`src/rtl/sd_pkg.sv`:
```
// Shared constants, error codes and FSM encoding for the SD SPI block-read path.
// Also holds the CMD17 frame byte selector used by the reader.
package sd_pkg;

    localparam logic [7:0] CMD17       = 8'h51;
    localparam logic [7:0] TOKEN_START = 8'hFE;
    localparam logic [7:0] DUMMY       = 8'hFF;

    typedef enum logic [2:0] {
        ERR_NONE          = 3'd0,
        ERR_R1_TIMEOUT    = 3'd1,
        ERR_R1_BAD        = 3'd2,
        ERR_TOKEN_TIMEOUT = 3'd3,
        ERR_DATA          = 3'd4
    } err_e;

    typedef enum logic [3:0] {
        ST_IDLE  = 4'd0,
        ST_CMD   = 4'd1,
        ST_R1    = 4'd2,
        ST_TOKEN = 4'd3,
        ST_DATA  = 4'd4,
        ST_CRC   = 4'd5,
        ST_TRAIL = 4'd6,
        ST_FIN   = 4'd7,
        ST_FAIL  = 4'd8
    } state_e;

    // Byte idx of the 6-byte CMD17 frame; the last byte is a dummy CRC.
    function automatic logic [7:0] cmd_byte(input logic [2:0] idx, input logic [31:0] addr);
        logic [7:0] b;
        case (idx)
            3'd0:    b = CMD17;
            3'd1:    b = addr[31:24];
            3'd2:    b = addr[23:16];
            3'd3:    b = addr[15:8];
            3'd4:    b = addr[7:0];
            default: b = DUMMY;
        endcase
        return b;
    endfunction

endpackage

```
`src/rtl/sd_spi_byte.sv`:
```
// Full-duplex SPI mode-0 byte shifter with a CLK_DIV clock divider.
// ready is also high in the final clk of a byte so the next go keeps SCLK periodic.
module sd_spi_byte #(
    parameter int CLK_DIV = 4
) (
    input  logic       clk,
    input  logic       reset,
    input  logic       go,
    input  logic [7:0] tx,
    output logic [7:0] rx,
    output logic       ready,
    output logic       SCLK,
    output logic       DI,
    input  logic       DO
);
    localparam int DW = $clog2(CLK_DIV);
    localparam logic [DW-1:0] DIV_LAST = DW'(CLK_DIV - 1);

    logic [DW-1:0] div_r;
    logic [3:0]    phase_r;
    logic          active_r;
    logic [7:0]    sh_r;
    logic [7:0]    rx_r;
    logic          sclk_r;
    logic          di_r;
    logic          half_end_s;
    logic          last_s;

    assign half_end_s = active_r && (div_r == DIV_LAST);
    assign last_s     = half_end_s && (phase_r == 4'd15);
    assign ready      = !active_r || last_s;
    assign rx         = rx_r;
    assign SCLK       = sclk_r;
    assign DI         = di_r;

    // Even half-periods are SCLK low, odd ones high; sample on rise, shift on fall.
    always_ff @(posedge clk) begin
        if (reset) begin
            div_r    <= '0;
            phase_r  <= 4'd0;
            active_r <= 1'b0;
            sh_r     <= 8'hFF;
            rx_r     <= 8'h00;
            sclk_r   <= 1'b0;
            di_r     <= 1'b1;
        end else if (go && ready) begin
            active_r <= 1'b1;
            div_r    <= '0;
            phase_r  <= 4'd0;
            sh_r     <= tx;
            di_r     <= tx[7];
            sclk_r   <= 1'b0;
        end else if (half_end_s) begin
            div_r   <= '0;
            phase_r <= phase_r + 4'd1;
            if (!phase_r[0]) begin
                sclk_r <= 1'b1;
                rx_r   <= {rx_r[6:0], DO};
            end else begin
                sclk_r <= 1'b0;
                if (phase_r == 4'd15) begin
                    active_r <= 1'b0;
                    di_r     <= 1'b1;
                end else begin
                    sh_r <= {sh_r[6:0], 1'b1};
                    di_r <= sh_r[6];
                end
            end
        end else if (active_r) begin
            div_r <= div_r + DW'(1);
        end else begin
            di_r <= 1'b1;
        end
    end

endmodule

```
`src/rtl/sd_block_reader.sv`:
```
// CMD17 single-block reader: sends the command, polls R1 and the start token,
// streams BLOCK_LEN bytes with a valid strobe, then releases the card.
module sd_block_reader #(
    parameter int CLK_DIV     = 4,
    parameter int R1_TRIES    = 8,
    parameter int TOKEN_TRIES = 4096,
    parameter int BLOCK_LEN   = 512
) (
    input  logic        clk,
    input  logic        reset,
    input  logic        start,
    input  logic [31:0] addr,
    input  logic        DO,
    output logic        SCLK,
    output logic        DI,
    output logic        CS,
    output logic [7:0]  data,
    output logic        data_valid,
    output logic        busy,
    output logic        done,
    output logic        error,
    output logic [2:0]  err_code
);
    import sd_pkg::*;

    localparam logic [15:0] R1_LAST  = 16'(R1_TRIES - 1);
    localparam logic [15:0] TOK_LAST = 16'(TOKEN_TRIES - 1);
    localparam logic [15:0] BLK_LAST = 16'(BLOCK_LEN - 1);

    state_e      state_r, state_n;
    logic [15:0] cnt_r, cnt_n;
    logic [31:0] addr_r, addr_n;
    logic        cs_r, cs_n, busy_r, busy_n, done_r, done_n, error_r, error_n;
    logic        dv_r, dv_n;
    logic [2:0]  err_r, err_n;
    logic [7:0]  data_r, data_n;
    logic        go_s, ready_s;
    logic [7:0]  tx_s, rx_s;

    sd_spi_byte #(.CLK_DIV(CLK_DIV)) u_spi (
        .clk(clk), .reset(reset), .go(go_s), .tx(tx_s), .rx(rx_s),
        .ready(ready_s), .SCLK(SCLK), .DI(DI), .DO(DO)
    );

    // Next-state logic; every decision is taken on a byte boundary (ready_s).
    always_comb begin
        state_n = state_r;
        cnt_n   = cnt_r;
        addr_n  = addr_r;
        cs_n    = cs_r;
        busy_n  = busy_r;
        done_n  = 1'b0;
        error_n = 1'b0;
        err_n   = err_r;
        data_n  = data_r;
        dv_n    = 1'b0;
        go_s    = 1'b0;
        tx_s    = DUMMY;
        case (state_r)
            ST_IDLE: begin
                cs_n  = 1'b1;
                cnt_n = 16'd0;
                if (start) begin
                    addr_n  = addr;
                    err_n   = ERR_NONE;
                    busy_n  = 1'b1;
                    cs_n    = 1'b0;
                    go_s    = 1'b1;
                    tx_s    = CMD17;
                    state_n = ST_CMD;
                end else begin
                    busy_n = 1'b0;
                end
            end
            ST_CMD: begin
                if (ready_s) begin
                    go_s = 1'b1;
                    if (cnt_r == 16'd5) begin
                        cnt_n   = 16'd0;
                        state_n = ST_R1;
                    end else begin
                        cnt_n = cnt_r + 16'd1;
                        tx_s  = cmd_byte(cnt_r[2:0] + 3'd1, addr_r);
                    end
                end else begin
                    go_s = 1'b0;
                end
            end
            ST_R1: begin
                if (ready_s) begin
                    go_s = 1'b1;
                    if (!rx_s[7]) begin
                        cnt_n = 16'd0;
                        if (rx_s == 8'h00) begin
                            state_n = ST_TOKEN;
                        end else begin
                            state_n = ST_FAIL;
                            err_n   = ERR_R1_BAD;
                            cs_n    = 1'b1;
                        end
                    end else if (cnt_r == R1_LAST) begin
                        cnt_n   = 16'd0;
                        state_n = ST_FAIL;
                        err_n   = ERR_R1_TIMEOUT;
                        cs_n    = 1'b1;
                    end else begin
                        cnt_n = cnt_r + 16'd1;
                    end
                end else begin
                    go_s = 1'b0;
                end
            end
            ST_TOKEN: begin
                if (ready_s) begin
                    go_s = 1'b1;
                    if (rx_s == TOKEN_START) begin
                        cnt_n   = 16'd0;
                        state_n = ST_DATA;
                    end else if (rx_s[7:4] == 4'h0) begin
                        cnt_n   = 16'd0;
                        state_n = ST_FAIL;
                        err_n   = ERR_DATA;
                        cs_n    = 1'b1;
                    end else if (cnt_r == TOK_LAST) begin
                        cnt_n   = 16'd0;
                        state_n = ST_FAIL;
                        err_n   = ERR_TOKEN_TIMEOUT;
                        cs_n    = 1'b1;
                    end else begin
                        cnt_n = cnt_r + 16'd1;
                    end
                end else begin
                    go_s = 1'b0;
                end
            end
            ST_DATA: begin
                if (ready_s) begin
                    go_s   = 1'b1;
                    data_n = rx_s;
                    dv_n   = 1'b1;
                    if (cnt_r == BLK_LAST) begin
                        cnt_n   = 16'd0;
                        state_n = ST_CRC;
                    end else begin
                        cnt_n = cnt_r + 16'd1;
                    end
                end else begin
                    go_s = 1'b0;
                end
            end
            ST_CRC: begin
                if (ready_s) begin
                    go_s = 1'b1;
                    if (cnt_r == 16'd1) begin
                        cnt_n   = 16'd0;
                        cs_n    = 1'b1;
                        state_n = ST_TRAIL;
                    end else begin
                        cnt_n = cnt_r + 16'd1;
                    end
                end else begin
                    go_s = 1'b0;
                end
            end
            ST_TRAIL: begin
                if (ready_s) begin
                    state_n = ST_FIN;
                end else begin
                    state_n = ST_TRAIL;
                end
            end
            ST_FIN: begin
                done_n  = 1'b1;
                busy_n  = 1'b0;
                state_n = ST_IDLE;
            end
            ST_FAIL: begin
                if (ready_s) begin
                    error_n = 1'b1;
                    busy_n  = 1'b0;
                    state_n = ST_IDLE;
                end else begin
                    state_n = ST_FAIL;
                end
            end
            default: begin
                cs_n    = 1'b1;
                busy_n  = 1'b0;
                state_n = ST_IDLE;
            end
        endcase
    end

    // State and registered outputs; reset aborts any transfer without a pulse.
    always_ff @(posedge clk) begin
        if (reset) begin
            state_r <= ST_IDLE;
            cnt_r   <= 16'd0;
            addr_r  <= 32'd0;
            cs_r    <= 1'b1;
            busy_r  <= 1'b0;
            done_r  <= 1'b0;
            error_r <= 1'b0;
            err_r   <= 3'd0;
            data_r  <= 8'h00;
            dv_r    <= 1'b0;
        end else begin
            state_r <= state_n;
            cnt_r   <= cnt_n;
            addr_r  <= addr_n;
            cs_r    <= cs_n;
            busy_r  <= busy_n;
            done_r  <= done_n;
            error_r <= error_n;
            err_r   <= err_n;
            data_r  <= data_n;
            dv_r    <= dv_n;
        end
    end

    assign CS         = cs_r;
    assign busy       = busy_r;
    assign done       = done_r;
    assign error      = error_r;
    assign err_code   = err_r;
    assign data       = data_r;
    assign data_valid = dv_r;

endmodule
```
`config.mk`:
```
export PLATFORM = sky130hd
export DESIGN_NAME = sd_block_reader
export DESIGN_NICKNAME = d
export VERILOG_FILES = /design/src/rtl/sd_pkg.sv /design/src/rtl/sd_spi_byte.sv /design/src/rtl/sd_block_reader.sv
export SDC_FILE = /design/constraint.sdc
export NUM_CORES = 1
export LEC_CHECK = 0
export ABC_AREA = 1
export CAP_MARGIN = 5
export CORE_ASPECT_RATIO = 0.8
export CORE_MARGIN = 2
export CORE_UTILIZATION = 40
export DETAILED_ROUTE_END_ITERATION = 10
export SLEW_MARGIN = 20
export SYNTH_ARGS = -nofsm -noshare
export SYNTH_HDL_FRONTEND = slang
export SYNTH_HIERARCHICAL = 1
export SYNTH_SLANG_ARGS = --single-unit
```
`constraint.sdc`:
```
create_clock -name clk -period 5.4 [get_ports clk]
set_input_delay 0.81 -clock clk [delete_from_list [all_inputs] [get_ports clk]]
set_output_delay 0.81 -clock clk [all_outputs]
set_load 0.005 [all_outputs]
```
==> results of run 1 <==
-- worst max-delay path by stage --
stage                             to  slack (ns)  cells after the start
3_5_place_dp   u_spi/DI$_SDFFE_PP1P_        2.32                     10
3_3_place_gp   u_spi/DI$_SDFFE_PP1P_        2.40                     10
2_1_floorplan  u_spi/DI$_SDFFE_PP1P_        3.28                     13
5_1_grt        u_spi/DI$_SDFFE_PP1P_        2.48                     10
6_report       u_spi/DI$_SDFFE_PP1P_        2.67                     10
4_1_cts        u_spi/DI$_SDFFE_PP1P_        2.67                     10
-- state kept, by name (all words and copies together), names as in the netlist --
signal,flops
u_spi/phase_r,4
u_spi/div_r,2
addr_r,32
error,1
u_spi/DI,1
cnt_r,16
CS,1
done,1
err_code,3
u_spi/active_r,1
u_spi/sh_r,7
data,8
state_r,4
data_valid,1
busy,1
u_spi/rx,8
-- layout make-up --
class / instances / area, sq um
Sequential cell: 91 / 1820
Timing Repair Buffer: 56 / 553
Fill cell: 1162 / 5870
Multi-Input combinational cell: 465 / 2480
Clock inverter: 4 / 72.6
Tap cell: 148 / 185
Inverter: 74 / 282
Clock buffer: 12 / 256
-- where the power goes --
part	switching [W]	leakage, nW	total, W	internal [W]
combinational	0.000588	1.39	0.000891	0.000302
sequential	0.0000707	0.744	0.000875	0.000804
clock	0.000260	0.159	0.000690	0.000430
total	0.000919	2.29	0.00246	0.00154
-- layout by cell type, fill, tap and decap left out, types with 3 or more instances in the layout --
cell / synthesis / final
nand3_2: 3 / 3
o21ai_0: 44 / 44
nand2_2: 11 / 11
xor2_1: 5 / 5
nor2_4: 6 / 6
nor2_2: 10 / 10
o22ai_1: 8 / 8
o2111ai_1: 7 / 7
inv_1: 68 / 68
inv_2: 3 / 3
nor2_8: 3 / 3
nand4_1: 14 / 14
nor3_1: 12 / 12
clkbuf_16: 0 / 9
a21oi_2: 3 / 3
buf_4: 1 / 3
ha_1: 8 / 8
nand3b_1: 3 / 3
nor2_1: 73 / 73
nand3_1: 62 / 62
clkdlybuf4s50_1: 0 / 53
dfxtp_1: 91 / 91
nand2_1: 117 / 117
a21oi_1: 56 / 56
nand2_4: 8 / 8
-- stage by stage --
stage	area (sq um)	hold WS, ns
after global routing	5650	0.483
after CTS	5650	0.456
final	5650	0.457
after floorplan	4710	0.425
after global placement	5320	0.440
after detailed placement	5320	0.447
-- worst max-delay path, stage by stage --
cell             delay (ns)
clkdlybuf4s50_1        0.47
inv_1                  0.06
nor2_1                 0.52
inv_1                  0.12
nand2_1                0.26
nand2_2                0.34
nand2_8                0.19
nand2_1                0.06
nand2_1                0.05
nand3_1                0.06
-- per-layer routing --
layer	up-vias	routed length (um)	track usage (%)
li1	2246	-	-
met5	-	0	0
met2	86	4880	28.4
met1	1932	5680	26.2
met3	12	499	4.14
met4	0	131	5.64
-- kinds of logic (layout without fill, tap and decap cells) --
family / after synthesis / in the layout / synth area share (%)
xor+xnor: 6 / 6 / 1.12
compound gates: 123 / 123 / 14.6
fa+ha+maj: 8 / 8 / 2.13
buf+inv: 96 / 146 / 8.61
simple gates: 328 / 328 / 34.9
flops: 91 / 91 / 38.7
==> impl_metrics.yaml, run 1 <==
outcome:
  outcome: "finished, final reports clean"
cts:
  h-tree-depth: 3
  clk_path_buf_depth: 2
  hold_buffers: 0
  cts-resized-gates: 0
  cts-buffers-inserted: 9
  cts_num_sinks: 91
  cts_tree: "done"
  cts_root_buf: "clkbuf_16"
  path_clk_slew_ns: 0.06
  insertion_delay_ns: 0.34
  postCtsSetupBuffers: 0
sta:
  hold_violations: 0
  finalSetupViolations: 0
  period_minus_slack_ns: 2.73
  clock_skew_ns: 0.00664
  slew_headroom_pct: 56.4
  slew_violations: 0
  setup_slack_ns: 2.67
  fmax_mhz: 367
  setup_tns_ns: 0
  rsz0062_at_grt: "no"
  max_slew.worst_pin.slew_ns: 0.652
  fin_crit_sh_pct: 50.5
drt:
  routed_via_density: 5.03
  firstDrtPassIters: 5
  drtIter0Drc: 250
  route.antenna.remaining_nets: 0
  routed_wl_um: 11200
  drc_errors: 0
  wire_per_inst_um: 13.2
  vias: 4276
min_path:
  holdPathStages: 2
  hold_path_end: "addr_r[29]$_SDFFE_PP0P_"
  hold_start: "addr_r[29]$_SDFFE_PP0P_"
  hold_path.class: "reg -> reg"
setup_path:
  cp-start-kind: "input port"
  crit_arrival_ns: 2.95
  r2r-end: "u_spi/DI$_SDFFE_PP1P_"
  cp_max_fo: 20
  r2r_slack_ns: 2.83
  required_ns: 5.62
  crit_type: "in -> reg"
  r2r-start: "state_r[1]$_SDFFE_PP0P_"
  critPathLaunch: "start"
  cp-end-kind: "register"
  rr_worst_depth: 12
die:
  die_w_um: 125
  die_h_um: 101
  fp-row-count: 35
  initial_core_util_pct: 40.9
  coreArea_sq_um: 11500
  dieArea_sq_um: 12700
  ios: 54
yosys:
  synth_area_leaders: "dfxtp_1 39%, nand2_1 9.3%, nand3_1 6.6%"
  yosys.area.top_type: "dfxtp_1"
  synth_area_sq_um: 4710
  syn-num-nets: 696
  ys_ff_latch: 91
  synth.top_cells.by_count: "117 x nand2_1, 91 x dfxtp_1, 73 x nor2_1"
  async_reset_ff_share_pct: 0
  synth-edff-count: 0
  yosysMostFrequentCell: "nand2_1"
  netlist.area_leader.share_pct: 38.7
  avgSynthCellArea_sq_um: 7.22
  ys.flop_type: "dfxtp_1"
  synth_cell_types: 39
  ys_seq_area_share_pct: 38.7
  syn-instance-count: 652
  yosysWarningCount: 6
pwr:
  p_leak_nw: 2.29
  power_density_nw_per_um2: 435
  peakVddDrop_mv: 0.208
  p_total_w: 0.00246
global_routing:
  grt_pass1_vias: 3994
  grt_max_degree: 57
  overflow: 0
  grt_pass1_wl_um: 19100
  grt_antenna_before_repair: 0
  grtUsageTotal_pct: 18.5
layout:
  drive_gt1_share_pct: 10.1
  syn_to_final_growth_pct: 20.0
  utilization_pct: 49.1
  stdcell_count: 850
  n_antenna_cell: 0
  layout.nets: 741
placed_design:
  pre_cts_slack_ns: 2.32
  place_inst: 834
  hpwlAfterDp_um: 8170
  globalplace.congestion: 0.927
  port_buffers: 53
run:
  maxCapViolations: 0
No activity file was read; power rests on OpenSTA's default activity.
==> inputs of run 2 (changes only) <==
- clock period: 5.4 -> 2.3 ns (I/O delays scaled with it)
==> run 2 against run 1 <==
Against the previous run:
- cell area increased by 2.1%
- final cell count is 0.94% higher
- sequential cell count stayed put
- die area did not move
- critical path depth decreased by 2
- count of clock-buffer cells in the layout decreased by 2
- clock skew is 0.00075 ns higher
- worst hold slack about the same
- global-route usage increased by 0.42 points
==> impl_metrics.yaml, run 2 (synthesis results as in run 1) <==
layout:
  syn_to_final_growth_pct: 22.5
  drive_gt1_share_pct: 11.8
  largest_reg_flops: 32
  layout.nets: 749
  mostFrequentLayoutCells: "116 x nand2_1, 89 x dfxtp_1, 73 x nor2_1"
  final_common_cell: "nand2_1"
  top_register: "addr_r"
  fill_cells: 1142
  n_antenna_cell: 0
  reg_top3: "addr_r (32), cnt_r (16)"
die:
  initial_core_util_pct: 40.9
  dieArea_sq_um: 12700
  fp-row-count: 35
  ios: 54
  die_h_um: 101
  die_w_um: 125
  coreArea_sq_um: 11500
setup_path:
  crit_arrival_ns: 2.35
  crit_type: "reg -> reg"
  crit_path_top_delay_cell: "dfxtp_1"
  r2r-start: "cnt_r[1]$_SDFFE_PP0P_"
  cp-start-kind: "register"
  required_ns: 2.53
  slowest_delay_ns: 0.43
  cp-endpoint: "u_spi/sh_r[0]$_SDFFE_PP1P_"
  r2r_slack_ns: 0.19
  r2r-end: "u_spi/sh_r[0]$_SDFFE_PP1P_"
  path_cells: "ha_4 -> ha_1 -> nand2_1 -> inv_1 -> a221oi_1 -> o2111ai_1 -> o22ai_1 -> nand2_1"
  cp_max_fo: 6
  rr_worst_depth: 8
  crit_path_frequent_cell: "nand2_1"
  critPathLaunch: "cnt_r[1]$_SDFFE_PP0P_"
  cp-end-kind: "register"
placed_design:
  port_buffers: 53
  hpwlAfterDp_um: 8560
  globalplace.congestion: 0.899
  pre_cts_slack_ns: -0.0108
cts:
  insertion_delay_ns: 0.35
  hold_buffers: 0
  cts_num_sinks: 91
  path_clk_slew_ns: 0.07
  h-tree-depth: 3
  cts-buffers-inserted: 9
  cts_tree: "done"
  cts_root_buf: "clkbuf_16"
  clk_path_buf_depth: 2
  postCtsSetupBuffers: 0
pwr:
  power_density_nw_per_um2: 1040
  p_total_w: 0.00599
  peakVddDrop_mv: 0.420
  p_leak_nw: 2.35
drt:
  route.antenna.remaining_nets: 0
  routed_wl_um: 11500
  drtIter0Drc: 255
  firstDrtPassIters: 5
  vias: 4369
  drc_errors: 0
  routed_via_density: 5.09
  wire_per_inst_um: 13.4
sta:
  hold_violations: 0
  period_minus_slack_ns: 2.11
  max_slew.worst_pin.slew_ns: 0.467
  setup_tns_ns: 0
  setup_slack_ns: 0.187
  clock_skew_ns: 0.00739
  slew_violations: 0
  slew_headroom_pct: 68.8
  finalSetupViolations: 0
  fin_crit_sh_pct: 91.9
  rsz0062_at_grt: "no"
  fmax_mhz: 473
global_routing:
  grt_max_degree: 50
  overflow: 0
  grt_pass1_vias: 4115
  grt_antenna_before_repair: 0
  grtUsageTotal_pct: 19.0
  grt_pass1_wl_um: 19500
outcome:
  outcome: "finished, final reports clean"
min_path:
  hold_path.class: "reg -> reg"
run:
  maxCapViolations: 0
==> run 2: cell types whose count changed in the layout (fill, tap and decap cells not counted), sizes merged <==
cell      before  now
buf            3   11
inv           72   75
clkbuf        12   10
bufinv         2    3
clkinv         3    2
clkinvlp       1    0
==> run 2: repair_timing <==
action,4_1_cts,5_1_grt
endpoints found under the setup margin,1,5
pin swaps,0,1
resized for setup,1,4
==> run 2: power breakdown <==
| part | internal (W) | leakage [nW] | switching (W) |
|---|---|---|---|
| registers | 0.00189 | 0.744 | 0.000170 |
| logic | 0.000760 | 1.43 | 0.00141 |
| clock network | 0.00110 | 0.174 | 0.000661 |
==> run 2: final cells by class <==
type / instances / area (sq um) / share of cell area [%]
clock buffer: 10 / 239 / 4.14
clock inverter: 6 / 116 / 2.02
inverter: 74 / 282 / 4.88
multi-input combinational: 465 / 2490 / 43.3
sequential: 91 / 1820 / 31.6
tap: 148 / 185 / 3.21
timing repair buffer: 64 / 626 / 10.8
==> run 2: metrics by stage <==
stage                     utilization (%)  hold slack (ns)  cells  area, sq um
after global routing                 50.1            0.477    858         5770
after floorplan                         -            0.425    652         4710
after detailed placement             46.8            0.445    842         5390
after CTS                            49.9            0.455    858         5750
final                                50.1            0.456    858         5770
after global placement               46.8            0.442    842         5390
==> run 2: routing by layer <==
layer	part of all wire [%]	vias to the layer above	wire, um	track usage, %
li1	-	2255	-	-
met1	51	1983	5890	26.9
met2	42	115	4880	28.6
met3	4.7	16	546	4.03
met4	1.7	0	192	6.41
met5	0	-	0	0
==> run 2: how the worst min path moves through the flow <==
stage	to	slack, ns	from	depth (start not counted)
CTS	addr_r[25]$_SDFFE_PP0P_	0.45	addr_r[25]$_SDFFE_PP0P_	2
floorplan	addr_r[2]$_SDFFE_PP0P_	0.42	addr_r[2]$_SDFFE_PP0P_	2
global route	addr_r[31]$_SDFFE_PP0P_	0.48	addr_r[31]$_SDFFE_PP0P_	2
global placement	addr_r[25]$_SDFFE_PP0P_	0.44	addr_r[25]$_SDFFE_PP0P_	2
detailed placement	addr_r[25]$_SDFFE_PP0P_	0.44	addr_r[25]$_SDFFE_PP0P_	2
finish	addr_r[25]$_SDFFE_PP0P_	0.46	addr_r[25]$_SDFFE_PP0P_	2
==> run 2: worst max-delay path, delay by kind of cell, from the launching register on <==
kind                     cells  cell delay, ns
AO/OA/AOI/OAI                3            0.75
adder cells (fa/ha/maj)      2            0.47
buffers and inverters        1            0.13
flip-flops                   1            0.43
AND/OR/NAND/NOR              2            0.21
